### src/rtl/ped_button_conditioner_pkg.sv
// Shared definitions for the pedestrian button conditioner: FSM state encoding,
// the default debounce length shared with the other button inputs, and a clog2 helper.
package ped_button_conditioner_pkg;

   typedef enum logic [1:0] {
      PB_IDLE        = 2'd0,
      PB_DEB_PRESS   = 2'd1,
      PB_PRESSED     = 2'd2,
      PB_DEB_RELEASE = 2'd3
   } pb_state_e;

   localparam int unsigned PB_DEBOUNCE_CYCLES_DEFAULT = 50000;

   function automatic int unsigned clog2(input int unsigned value);
      int unsigned result;
      result = 0;
      for (int unsigned i = 0; i < 32; i++) begin
         if ((64'(1) << i) < 64'(value)) result = i + 1;
      end
      return result;
   endfunction

endpackage

### src/rtl/ped_button_conditioner_btn_synchronizer.sv
// Multi-flop synchroniser for the asynchronous push-button input; the only
// flop chain that samples the raw button.
module btn_synchronizer #(
   parameter int unsigned SYNC_STAGES = 2
) (
   input  logic clock,
   input  logic reset,
   input  logic d,
   output logic q
);

   logic [SYNC_STAGES-1:0] sync_q;
   logic [SYNC_STAGES-1:0] sync_d;

   always_comb begin
      sync_d = {sync_q[SYNC_STAGES-2:0], d};
   end

   always_ff @(posedge clock or negedge reset) begin
      if (!reset) sync_q <= '0;
      else        sync_q <= sync_d;
   end

   assign q = sync_q[SYNC_STAGES-1];

endmodule

### src/rtl/ped_button_conditioner.sv
// Pedestrian push-button conditioner: synchronise, debounce, one pulse per accepted press.
// Optional stuck-button detection is built when STUCK_DETECT_EN is defined.
module ped_button_conditioner
   import ped_button_conditioner_pkg::*;
#(
   parameter int unsigned SYNC_STAGES     = 2,
   parameter int unsigned DEBOUNCE_CYCLES = PB_DEBOUNCE_CYCLES_DEFAULT,
   parameter int unsigned STUCK_CYCLES    = 500000000
) (
   input  logic clock,
   input  logic reset,
   input  logic btn_raw,
   output logic wr_sync,
   output logic btn_level,
   output logic btn_stuck
);

   localparam int unsigned     CNT_W    = clog2(DEBOUNCE_CYCLES);
   localparam logic [CNT_W-1:0] CNT_LAST = CNT_W'(DEBOUNCE_CYCLES - 1);

   if (SYNC_STAGES < 2 || DEBOUNCE_CYCLES < 2 || STUCK_CYCLES < 2) begin : g_param_check
      $error("ped_button_conditioner: SYNC_STAGES, DEBOUNCE_CYCLES and STUCK_CYCLES must be >= 2");
   end

   logic             s;
   pb_state_e        state_q, state_d;
   logic [CNT_W-1:0] deb_cnt_q, deb_cnt_d;
   logic             wr_sync_q, wr_sync_d;
   logic             btn_level_q, btn_level_d;
   logic             stuck_block;

   btn_synchronizer #(.SYNC_STAGES(SYNC_STAGES)) u_sync (
      .clock (clock),
      .reset (reset),
      .d     (btn_raw),
      .q     (s)
   );

   always_ff @(posedge clock or negedge reset) begin
      if (!reset) begin
         state_q     <= PB_IDLE;
         deb_cnt_q   <= '0;
         wr_sync_q   <= 1'b0;
         btn_level_q <= 1'b0;
      end else begin
         state_q     <= state_d;
         deb_cnt_q   <= deb_cnt_d;
         wr_sync_q   <= wr_sync_d;
         btn_level_q <= btn_level_d;
      end
   end

   // A disagreeing sample during qualification drops back to the settled state with a cleared count.
   always_comb begin
      state_d   = state_q;
      deb_cnt_d = deb_cnt_q;
      unique case (state_q)
         PB_IDLE: begin
            if (s) begin
               state_d   = PB_DEB_PRESS;
               deb_cnt_d = CNT_W'(1);
            end
         end
         PB_DEB_PRESS: begin
            if (!s) begin
               state_d   = PB_IDLE;
               deb_cnt_d = '0;
            end else if (deb_cnt_q == CNT_LAST) begin
               state_d   = PB_PRESSED;
               deb_cnt_d = '0;
            end else begin
               deb_cnt_d = deb_cnt_q + CNT_W'(1);
            end
         end
         PB_PRESSED: begin
            if (!s) begin
               state_d   = PB_DEB_RELEASE;
               deb_cnt_d = CNT_W'(1);
            end
         end
         PB_DEB_RELEASE: begin
            if (s) begin
               state_d   = PB_PRESSED;
               deb_cnt_d = '0;
            end else if (deb_cnt_q == CNT_LAST) begin
               state_d   = PB_IDLE;
               deb_cnt_d = '0;
            end else begin
               deb_cnt_d = deb_cnt_q + CNT_W'(1);
            end
         end
         default: begin
            state_d   = PB_IDLE;
            deb_cnt_d = '0;
         end
      endcase
   end

   always_comb begin
      btn_level_d = (state_d == PB_PRESSED) || (state_d == PB_DEB_RELEASE);
      wr_sync_d   = (state_q == PB_DEB_PRESS) && (state_d == PB_PRESSED) && !stuck_block;
   end

   assign wr_sync   = wr_sync_q;
   assign btn_level = btn_level_q;

`ifdef STUCK_DETECT_EN
   localparam int unsigned       STUCK_W    = clog2(STUCK_CYCLES);
   localparam logic [STUCK_W-1:0] STUCK_LAST = STUCK_W'(STUCK_CYCLES - 1);

   logic [STUCK_W-1:0] stuck_cnt_q, stuck_cnt_d;
   logic               btn_stuck_q, btn_stuck_d;

   // The flag survives release glitches; only a fully debounced return to IDLE clears it.
   always_comb begin
      stuck_cnt_d = '0;
      btn_stuck_d = btn_stuck_q;
      if (state_q == PB_PRESSED) begin
         if (stuck_cnt_q == STUCK_LAST) begin
            stuck_cnt_d = stuck_cnt_q;
            btn_stuck_d = 1'b1;
         end else begin
            stuck_cnt_d = stuck_cnt_q + STUCK_W'(1);
         end
      end
      if (state_d == PB_IDLE) btn_stuck_d = 1'b0;
   end

   always_ff @(posedge clock or negedge reset) begin
      if (!reset) begin
         stuck_cnt_q <= '0;
         btn_stuck_q <= 1'b0;
      end else begin
         stuck_cnt_q <= stuck_cnt_d;
         btn_stuck_q <= btn_stuck_d;
      end
   end

   assign stuck_block = btn_stuck_q;
   assign btn_stuck   = btn_stuck_q;
`else
   assign stuck_block = 1'b0;
   assign btn_stuck   = 1'b0;
`endif

endmodule

### config.mk
export PLATFORM = sky130hd
export DESIGN_NAME = ped_button_conditioner
export DESIGN_NICKNAME = d
export VERILOG_FILES = /design/src/rtl/ped_button_conditioner_pkg.sv /design/src/rtl/ped_button_conditioner_btn_synchronizer.sv /design/src/rtl/ped_button_conditioner.sv
export SDC_FILE = /design/constraint.sdc
export NUM_CORES = 1
export LEC_CHECK = 0
export BUFFER_PORTS_ARGS = -buffer_cell sky130_fd_sc_hd__buf_4
export CAP_MARGIN = 20
export CORE_MARGIN = 10
export CORE_UTILIZATION = 53
export DETAILED_ROUTE_END_ITERATION = 12
export GPL_TIMING_DRIVEN = 0
export PLACE_DENSITY = 0.8
export REMOVE_ABC_BUFFERS = 1
export SLEW_MARGIN = 20
export SYNTH_ARGS = -nofsm -noshare
export SYNTH_HDL_FRONTEND = slang
export SYNTH_SLANG_ARGS = --single-unit
### constraint.sdc
create_clock -name clock -period 1.9 [get_ports clock]
set_input_delay 0.38 -clock clock [delete_from_list [all_inputs] [get_ports clock]]
set_output_delay 0.38 -clock clock [all_outputs]
set_load 0.1 [all_outputs]
==> run_results.csv <==
group,metric,value,unit
sta,min_period,1.91,ns
detailed_routing,drc,0,
grt,grt_busiest_layer,"met2",
grt,overflow,0,
synthesis,synth_area_leader_cell,"dfrtp_1",
synthesis,synth_top_family_by_area,"simple AND/OR/NAND/NOR gates",
status,violations,"setup timing",
synthesis,yosys-mux-area-fraction,2.69,%
worst_setup_path,crit_buf_inv,2,
grt,grt_use_met3,3.06,%
placed_design,hpwl,1.85,mm
final_layout,antenna_cells,0,
grt,met2_usage,22.1,%
sta,rsz0062_at_grt,"true",
worst_setup_path,endpoint_kind,"register",
sta,worst_pin_slew,0.535,ns
sta,fin_tns_setup,-0.0248,ns
pwr,finalPower,0.943,mW
synthesis,yosysMostFrequentCell,"dfrtp_1",
synthesis,avgSynthCellArea,10.5,sq um
pwr,power.density,630,nW/um^2
synthesis,synth_compound_area_share,17.3,%
sta,fin_ws,-0.0105,ns
detailed_routing,first_pass_iters,4,
detailed_routing,drt_wl_total,3.05,mm
clock_network,clockBufferDepth,2,
synthesis,yosys_warnings,0,
synthesis,synth-edff-count,0,
sta,period_share,101,%
worst_setup_path,critPathMaxStageDelay,0.44,ns
sta,finalClockSkew,0.00576,ns
pwr,ir_drop,462,uV
floorplan,initial_core_util,56.1,%
grt,grt_first_pass_wirelength,4.88,mm
floorplan,ios,6,
final_layout,syn_to_final_growth,19.4,%
pwr,p_leak,0.598,nW
hold_path,hold_path_class,"primary input to register",
grt,antenna_found_initial,0,
synthesis,ys_ff_latch,22,
clock_network,htree_levels,1,
synthesis,synth_top_area_share,43.9,%
job,max_cap_viol_count,0,
final_layout,final_nets,139,
placed_design,dp_slack,-0.556,ns
worst_setup_path,critPathRequiredTime,2.12,ns
placed_design,port_buffers,4,
sta,drv_slew,0,
clock_network,clkLatencyLatePin,0.32,ns
placed_design,gp_congestion,0.843,
floorplan,rows,17,
worst_setup_path,crit_slowest_cell,"dfrtp_2",
clock_network,clock_sinks,22,
synthesis,ys_seq_area_share,43.9,%
worst_setup_path,crit_chain,"or3b_4 > nor4b_4 > buf_4 > buf_6 > nor4_1 > a221o_1",
sta,relSlewSlack,64.2,%
detailed_routing,dr.first_iter.drc_count,149,
grt,grtUsageMet1,17.1,%
detailed_routing,wire_per_inst,18.9,microns
clock_network,cts-buffers-inserted,3,
synthesis,synthTopCellsByArea,"dfrtp_1 44%, nor4_1 4.0%, a22o_1 2.8%",
sta,hold_viol,0,
synthesis,ys_types,45,
clock_network,clockRootBuffer,"clkbuf_4",
synthesis,synthTopCellsByCount,"22 x dfrtp_1, 8 x nor4_1, 7 x nor3_1",
synthesis,netlist_instances,119,
synthesis,synth.cell_area,1250,sq um
grt,first_global_vias,1021,
detailed_routing,ant_nets,0,
grt,grt_max_degree,23,
worst_setup_path,start_kind,"register",
synthesis,synth_fa_ha_area_share,0.998,%
status,status,"finished, violations left",
worst_setup_path,worst-endpoint-arrival,2.13,ns
synthesis,yosys.area_share.simple,29.3,%
worst_setup_path,crit_type,"register to register",
floorplan,core,2230,sq um
final_layout,drive_gt1_share,30.6,%
sta,fmax,0.523,GHz
floorplan,die_x,68.6,microns
synthesis,synth_xor_area_share,2.10,%
detailed_routing,via_per_inst,6.65,
floorplan,dieHeight,68.6,microns
clock_network,cts.clk_slew.worst_paths,0.14,ns
synthesis,synthArstFlopShare,100,%
worst_setup_path,crit_family,"simple AND/OR/NAND/NOR gates",
worst_setup_path,worstPathMaxFanout,4,
final_layout,fillers,155,
synthesis,synthFlopType,"dfrtp_1",
sta,setup_viol,4,
floorplan,die-area,4710,sq um
grt,grtUsageTotal,13.3,%
detailed_routing,vias,1077,
clock_network,cts_tree,"done",
area by class of cell:
class                      instances  area [sq um]  share of cell area [%]
multi-input combinational         89           709                    47.4
clock inverter                     1          30.0                    2.01
sequential                        22           558                    37.3
inverter                           3          11.3                   0.753
timing repair buffer              16           130                    8.70
clock buffer                       3          22.5                    1.51
tap                               28          35.0                    2.34
flip-flops by register name (all words and copies together) (netlist names):
name / count
btn_level: 1
u_sync.sync_q: 2
deb_cnt_q: 16
wr_sync: 1
state_q: 2
report_power, final:
group | total (mW) | switching, mW | leakage [nW] | internal, mW
Combinational | 0.0784 | 0.0506 | 0.281 | 0.0278
Clock | 0.374 | 0.161 | 0.0279 | 0.213
Sequential | 0.490 | 0.0115 | 0.288 | 0.479
Total | 0.943 | 0.223 | 0.598 | 0.720
cell usage in the layout (no fill, tap or decap), drive strengths merged, types with 3 or more instances in the layout:
cell / count
inv: 3
clkbuf: 3
nand3: 6
a22o: 4
mux2: 3
nand4: 3
o311ai: 4
o21ai: 3
o21a: 4
dfrtp: 22
nor2: 5
nor4: 8
and2: 4
nor3: 8
buf: 15
nand2: 4
o31ai: 3
worst paths after layout:
| kind | from | endpoint | slack [ns] | cells past startpoint |
|---|---|---|---|---|
| worst max-delay path | deb_cnt_q[12]$_DFFE_PN0P_ | deb_cnt_q[3]$_DFFE_PN0P_ | -0.01 | 6 |
| worst min-delay path | btn_raw | u_sync.sync_q[0]$_DFF_PN0_ | 0.15 | 1 |
| worst max register to register | deb_cnt_q[12]$_DFFE_PN0P_ | deb_cnt_q[3]$_DFFE_PN0P_ | -0.01 | 6 |
| worst min register to register | u_sync.sync_q[0]$_DFF_PN0_ | u_sync.sync_q[1]$_DFF_PN0_ | 0.38 | 0 |
| max in group asynchronous | reset | deb_cnt_q[7]$_DFFE_PN0P_ | 1.19 | 2 |
| min in group asynchronous | reset | deb_cnt_q[2]$_DFFE_PN0P_ | 0.46 | 2 |
kinds of logic (layout without fill, tap and decap cells):
family | count (synthesis) | after routing
other | 1 | 1
adder cells (fa/ha/maj) | 1 | 1
AND/OR/NAND/NOR | 54 | 54
flip-flops | 22 | 22
XOR/XNOR | 3 | 3
multiplexers | 3 | 3
AO/OA/AOI/OAI | 27 | 27
buffers and inverters | 8 | 23
per-stage QoR:
step / hold slack, ns / std cells / utilization, % / instance area, sq um
2_1_floorplan: 0.0844 / 114 / - / 1220
3_3_place_gp: 0.278 / 146 / 57.6 / 1290
3_5_place_dp: 0.288 / 146 / 57.6 / 1290
4_1_cts: 0.154 / 158 / 63.1 / 1410
5_1_grt: 0.131 / 162 / 67.0 / 1500
6_report: 0.152 / 162 / 67.0 / 1500
what timing repair did:
action	4_1_cts	5_1_grt
pin swaps	0	3
hold buffers	1	0
gates resized for setup	3	12
setup buffers	7	4
hold endpoints to repair	22	0
endpoints found under the setup margin	18	15
layer usage:
metal | wire [microns] | part of all wire, %
met5 | 0 | 0
met4 | 40 | 1.3
met3 | 197 | 6.5
met2 | 1550 | 51
met1 | 1270 | 42
(Power assumes the default switching activity.)
